`src/rtl/rf_pkg.sv`:
```
// Shared register-file types and sizes for the writeback scoreboard slice.
package rf_pkg;
  localparam int REG_IDX_W = 5;
  localparam int NREG      = 32;
  localparam int XLEN      = 32;

  typedef logic [REG_IDX_W-1:0] reg_idx_t;
  typedef logic [XLEN-1:0]      xlen_t;

  localparam reg_idx_t X0 = '0;

  function automatic logic is_x0(reg_idx_t r);
    return r == X0;
  endfunction
endpackage

```
`src/rtl/rf_busy_table.sv`:
```
// Busy-bit table of pending long-latency destinations; one-cycle set/clear, combinational hazard lookup.
// Set wins over clear on the same index; x0 is never reported busy.
module rf_busy_table #(
  parameter int NREG = rf_pkg::NREG
) (
  input  logic             clk,
  input  logic             rst_n,
  input  logic             set_en_i,
  input  rf_pkg::reg_idx_t set_idx_i,
  input  logic             clr_en_i,
  input  rf_pkg::reg_idx_t clr_idx_i,
  input  rf_pkg::reg_idx_t rs1_i,
  input  rf_pkg::reg_idx_t rs2_i,
  input  rf_pkg::reg_idx_t rd_i,
  output logic [NREG-1:0]  busy_o,
  output logic             hazard_o
);
  import rf_pkg::*;

  logic [NREG-1:0] busy_q, busy_d;

  always_comb begin
    busy_d = busy_q;
    if (clr_en_i) busy_d[clr_idx_i] = 1'b0;
    if (set_en_i) busy_d[set_idx_i] = 1'b1;
  end

  always_ff @(posedge clk or negedge rst_n) begin
    if (!rst_n) busy_q <= '0;
    else        busy_q <= busy_d;
  end

  // Lookups use registered state only: a result written this cycle is visible next cycle.
  assign hazard_o = (!is_x0(rs1_i) && busy_q[rs1_i]) ||
                    (!is_x0(rs2_i) && busy_q[rs2_i]) ||
                    (!is_x0(rd_i)  && busy_q[rd_i]);
  assign busy_o   = busy_q;
endmodule

```
`src/rtl/rf_wb_scoreboard.sv`:
```
// Register-file write-port arbiter (pipe priority, LU forced after STARVE_MAX refusals) plus LU scoreboard.
// Zero latency to the RF write port; pipe frozen via pipe_hold on a forced LU grant, LU held via lu_wb_ready.
module rf_wb_scoreboard #(
  parameter int XLEN       = rf_pkg::XLEN,
  parameter int NREG       = rf_pkg::NREG,
  parameter int STARVE_MAX = 4
) (
  input  logic                   clk,
  input  logic                   rst_n,
  input  logic                   issue_valid,
  input  logic                   issue_long,
  input  rf_pkg::reg_idx_t       issue_rs1,
  input  rf_pkg::reg_idx_t       issue_rs2,
  input  rf_pkg::reg_idx_t       issue_rd,
  output logic                   issue_stall,
  input  logic                   pipe_wb_valid,
  input  rf_pkg::reg_idx_t       pipe_wb_rd,
  input  logic [XLEN-1:0]        pipe_wb_data,
  output logic                   pipe_hold,
  input  logic                   lu_wb_valid,
  input  rf_pkg::reg_idx_t       lu_wb_rd,
  input  logic [XLEN-1:0]        lu_wb_data,
  output logic                   lu_wb_ready,
  output logic                   rf_we,
  output rf_pkg::reg_idx_t       rf_rd,
  output logic [XLEN-1:0]        rf_wdata,
  output logic [NREG-1:0]        busy,
  output logic                   err
);
  import rf_pkg::*;

  localparam int CNT_W = $clog2(STARVE_MAX + 1);

  logic [CNT_W-1:0] cnt_q, cnt_d;
  logic             err_q, err_d;
  logic             force_lu, lu_grant, hazard;

  assign force_lu    = (cnt_q == CNT_W'(STARVE_MAX));
  assign lu_wb_ready = !pipe_wb_valid || force_lu;
  assign pipe_hold   = pipe_wb_valid && force_lu;
  assign lu_grant    = lu_wb_valid && lu_wb_ready;
  assign issue_stall = issue_valid && hazard;

  rf_busy_table #(.NREG(NREG)) u_busy (
    .clk       (clk),
    .rst_n     (rst_n),
    .set_en_i  (issue_valid && issue_long && !issue_stall && !is_x0(issue_rd)),
    .set_idx_i (issue_rd),
    .clr_en_i  (lu_grant && !is_x0(lu_wb_rd)),
    .clr_idx_i (lu_wb_rd),
    .rs1_i     (issue_rs1),
    .rs2_i     (issue_rs2),
    .rd_i      (issue_rd),
    .busy_o    (busy),
    .hazard_o  (hazard)
  );

  always_comb begin
    rf_we    = 1'b0;
    rf_rd    = pipe_wb_rd;
    rf_wdata = pipe_wb_data;
    if (lu_grant) begin
      rf_we    = !is_x0(lu_wb_rd);
      rf_rd    = lu_wb_rd;
      rf_wdata = lu_wb_data;
    end else if (pipe_wb_valid && !pipe_hold) begin
      rf_we    = !is_x0(pipe_wb_rd);
    end
  end

  // Refusal counter never passes STARVE_MAX: at the limit the LU is always granted.
  always_comb begin
    cnt_d = '0;
    if (lu_wb_valid && !lu_wb_ready)
      cnt_d = force_lu ? cnt_q : cnt_q + 1'b1;
  end

  assign err_d = err_q || (lu_grant && !is_x0(lu_wb_rd) && !busy[lu_wb_rd]);

  always_ff @(posedge clk or negedge rst_n) begin
    if (!rst_n) begin
      cnt_q <= '0;
      err_q <= 1'b0;
    end else begin
      cnt_q <= cnt_d;
      err_q <= err_d;
    end
  end

  assign err = err_q;
endmodule

```
`config.mk`:
```
export PLATFORM = sky130hd
export DESIGN_NAME = rf_wb_scoreboard
export DESIGN_NICKNAME = d
export VERILOG_FILES = /design/src/rtl/rf_pkg.sv /design/src/rtl/rf_busy_table.sv /design/src/rtl/rf_wb_scoreboard.sv
export SDC_FILE = /design/constraint.sdc
export NUM_CORES = 1
export LEC_CHECK = 0
export ABC_CLOCK_PERIOD_IN_PS = 2900
export CAP_MARGIN = 5
export CORE_MARGIN = 5
export CORE_UTILIZATION = 35
export DETAILED_ROUTE_END_ITERATION = 16
export PLACE_DENSITY = 0.72
export SLEW_MARGIN = 20
export SYNTH_ARGS = -nofsm -noshare
export SYNTH_HDL_FRONTEND = slang
export SYNTH_HIERARCHICAL = 1
export SYNTH_SLANG_ARGS = --single-unit
export TNS_END_PERCENT = 50
```
`constraint.sdc`:
```
create_clock -name clk -period 2.9 [get_ports clk]
set_clock_uncertainty 0.2 [all_clocks]
set_input_delay 0.435 -clock clk [delete_from_list [all_inputs] [get_ports clk]]
set_output_delay 0.435 -clock clk [all_outputs]
set_load 0.005 [all_outputs]
```
==> results.md <==
* Die ar. at 11,300 um^2
* Syn avg cell area at 10.2 um^2
* Crit path to: u_busy/busy_o[0]$_DFF_PN0_
* Ys flop type: dfrtp_1
* Clock Tree Root: clkbuf_8
* Yosys warns at 6
* Critical path fanouts, max at 8
* Number of port buffers at 168
* Worst R2R End: u_busy/busy_o[0]$_DFF_PN0_
* First-pass DRT Iterations at 5
* Critical path origin: u_busy/busy_o[30]$_DFF_PN0_
* Number of global-route vias before repair at 3,995
* Worst r2r path cells at 8
* Failing checks: setup timing
* H-tree depth at 2
* Run status: finished, violations left
* Slew HR at 69.1%
* Unrepaired setup endpoints after global routing: true
* Yosys reg bits at 36
* Final setup viols at 33
* Reg2Reg Setup Slack at -0.22 ns
* Starting Density at 35.5%
* Mapped Nets at 416
* Dpl hpwl at 11.7 mm
* Most frequent cells in the layout: 138 x clkdlybuf4s50_1, 79 x buf_4, 42 x o21ai_0, 36 x mux2_2, 34 x dfrtp_1
* Seq/Total Area, Yosys at 27.7%
* Die Span X at 106 um
* Number of synthesized flops with an enable pin at 0
* Final nets at 666
* Most common cell after layout, fill and taps aside: clkdlybuf4s50_1
* Unique cell type count in the Yosys netlist at 42
* Routed via count at 3,922
* # clock sinks at 36
* Post-route setup TNS at -4.66 ns
* Met3 Track Usage GR at 5.34%
* Antenna Cells at 0
* Grt met1 use at 33.2%
* Initial drt markers at 380
* CP startpoint kind: flop
* Slew at the pin closest to its max-slew limit at 0.464 ns
* Fin crit period at 3.12 ns
* Mapped Area at 3250 um^2
* WP data arrival at 3.13 ns
* FP Rows at 35
* CP Class: flop to flop
* CTS buffer count at 5
* Place WS at -0.875 ns
* Via-to-Cell Ratio at 5.77
* Met2 usage at 41.9%
* RR Startpoint: u_busy/busy_o[30]$_DFF_PN0_
* Layer with the highest usage: met2
* Power per cell area at 362 nW/um^2
* Clk slew on worst S/H paths at 0.07 ns
* Max-cap violations at 0
* Final wirelength at 14.9 mm
* Tcrit/Tclk final at 108%
* Final Hold Viols at 0
* Global-route wire length before repair at 22.5 mm
* Asr flop ratio synth at 100%
* Worst-Skew Late Latency at 0.29 ns
* Layout cells sized above 1 at 32.3%
* Worst hold path class: flop to flop
* Largest net degree at the start of global routing at 37
* Overall power at 2130 uW
* Total GRT Usage at 25.5%
* ANT nets after route at 0
* Mapped Cells at 319
* Worst VDD drop at 182 uV
* Drt wl/cell at 21.9 um
* Placer Congestion at 1.02
* # IOs at 169
* Crit end category: flop
* LEAKAGE at 0.00261 uW
* DRC at 0
* Hold Buf Count CTS at 0
* CP required at 2.91 ns
* Fmax at 320 MHz
* CTS tree: built
* Final worst slack at -0.221 ns
* Pins Over Slew Limit at 0
* Core ar. at 9150 um^2
* Initial antenna violation count at 0
* Global route overflow at 0
* CTS Buffer Depth at 2
* Area Overhead vs Synth at 81.1%
* Die H at 106 um
metal layers:
| metal | part of all wire, % | vias to the layer above |
|---|---|---|
| met3 | 11 | 37 |
| li1 | - | 1739 |
| met1 | 40 | 1869 |
| met5 | 0 | - |
| met2 | 47 | 277 |
| met4 | 3.3 | 0 |
power breakdown:
| group | internal [uW] | switching (uW) |
|---|---|---|
| logic | 692 | 426 |
| clock network | 163 | 169 |
| registers | 577 | 101 |
| total | 1430 | 696 |
synthesized netlist by cell type, types with 2 or more instances:
| cell | count | area share [%] |
|---|---|---|
| a22oi_1 | 4 | 0.92 |
| a31oi_1 | 3 | 0.58 |
| and3_1 | 3 | 0.58 |
| buf_2 | 4 | 0.62 |
| buf_4 | 5 | 1.2 |
| buf_6 | 4 | 1.4 |
| clkbuf_1 | 4 | 0.46 |
| dfrtp_1 | 36 | 28 |
| ha_1 | 2 | 0.77 |
| inv_1 | 6 | 0.69 |
| mux2_2 | 37 | 13 |
| mux2i_1 | 24 | 7.4 |
| mux4_1 | 8 | 6.5 |
| mux4_2 | 13 | 9.0 |
| nand2_1 | 12 | 1.4 |
| nand2b_1 | 7 | 1.3 |
| nand3_1 | 10 | 1.5 |
| nand3b_1 | 13 | 3.0 |
| nand4b_1 | 5 | 1.3 |
| nor2_1 | 17 | 2.0 |
| nor2b_1 | 4 | 0.77 |
| nor3_1 | 2 | 0.31 |
| o211ai_1 | 2 | 0.46 |
| o21ai_0 | 68 | 10 |
| or3_1 | 2 | 0.39 |
| or3b_2 | 5 | 1.3 |
| or4_1 | 4 | 0.92 |
how the worst min path moves through the flow:
stage / from / to / slack [ns] / cells past startpoint
final: cnt_q[0]$_DFFE_PN0P_ / cnt_q[0]$_DFFE_PN0P_ / 0.26 / 1
after CTS: cnt_q[0]$_DFFE_PN0P_ / cnt_q[0]$_DFFE_PN0P_ / 0.27 / 1
after floorplan: rst_n / cnt_q[0]$_DFFE_PN0P_ / -0.06 / 0
after global placement: cnt_q[0]$_DFFE_PN0P_ / cnt_q[0]$_DFFE_PN0P_ / 0.24 / 1
after detailed placement: cnt_q[0]$_DFFE_PN0P_ / cnt_q[0]$_DFFE_PN0P_ / 0.26 / 1
after global routing: cnt_q[0]$_DFFE_PN0P_ / cnt_q[0]$_DFFE_PN0P_ / 0.28 / 1
flip-flops by register name, summed over array words and instances (netlist names):
register	flops
cnt_q	3
err	1
u_busy/busy_o	32
critical path, stage by stage, from the launching register on:
cell and delay [ns]:
dfrtp_2 0.46, mux4_2 0.48, o211ai_1 0.30, nand3_1 0.12, or4_4 0.56, buf_6 0.14, nor3_4 0.12, or3b_4 0.50
o21ai_4 0.16
kinds of logic after synthesis:
kind of cell	Yosys count	share of synthesized area, %
buf+inv	23	4.32
flops	36	27.7
mux	82	35.7
compound gates	87	15.3
fa+ha+maj	2	0.771
simple gates	88	15.9
xor+xnor	1	0.270
per-stage QoR:
step	hold WS (ns)	utilization (%)	cells	cell area, um^2
floorplan	-0.0606	-	319	3300
global placement	0.242	61.4	667	5620
detailed placement	0.257	61.4	667	5620
CTS	0.267	63.3	678	5790
global route	0.279	64.3	680	5880
finish	0.264	64.3	680	5880
final cells by class:
| class | count | area, um^2 |
|---|---|---|
| fill | 740 | 3270 |
| inverter | 6 | 22.5 |
| timing repair buffer | 260 | 2440 |
| tap | 111 | 139 |
| clock buffer | 6 | 72.6 |
| multi-input combinational | 260 | 2300 |
| clock inverter | 1 | 5.00 |
| sequential | 36 | 903 |
repair_timing:
item / 4_1_cts / 5_1_grt
setup buffers: 3 / 2
gates resized for setup: 72 / 28
pin swaps: 14 / 4
setup endpoints to repair: 68 / 62
cloned: 1 / 0
Power figures use the tool's default switching activity.
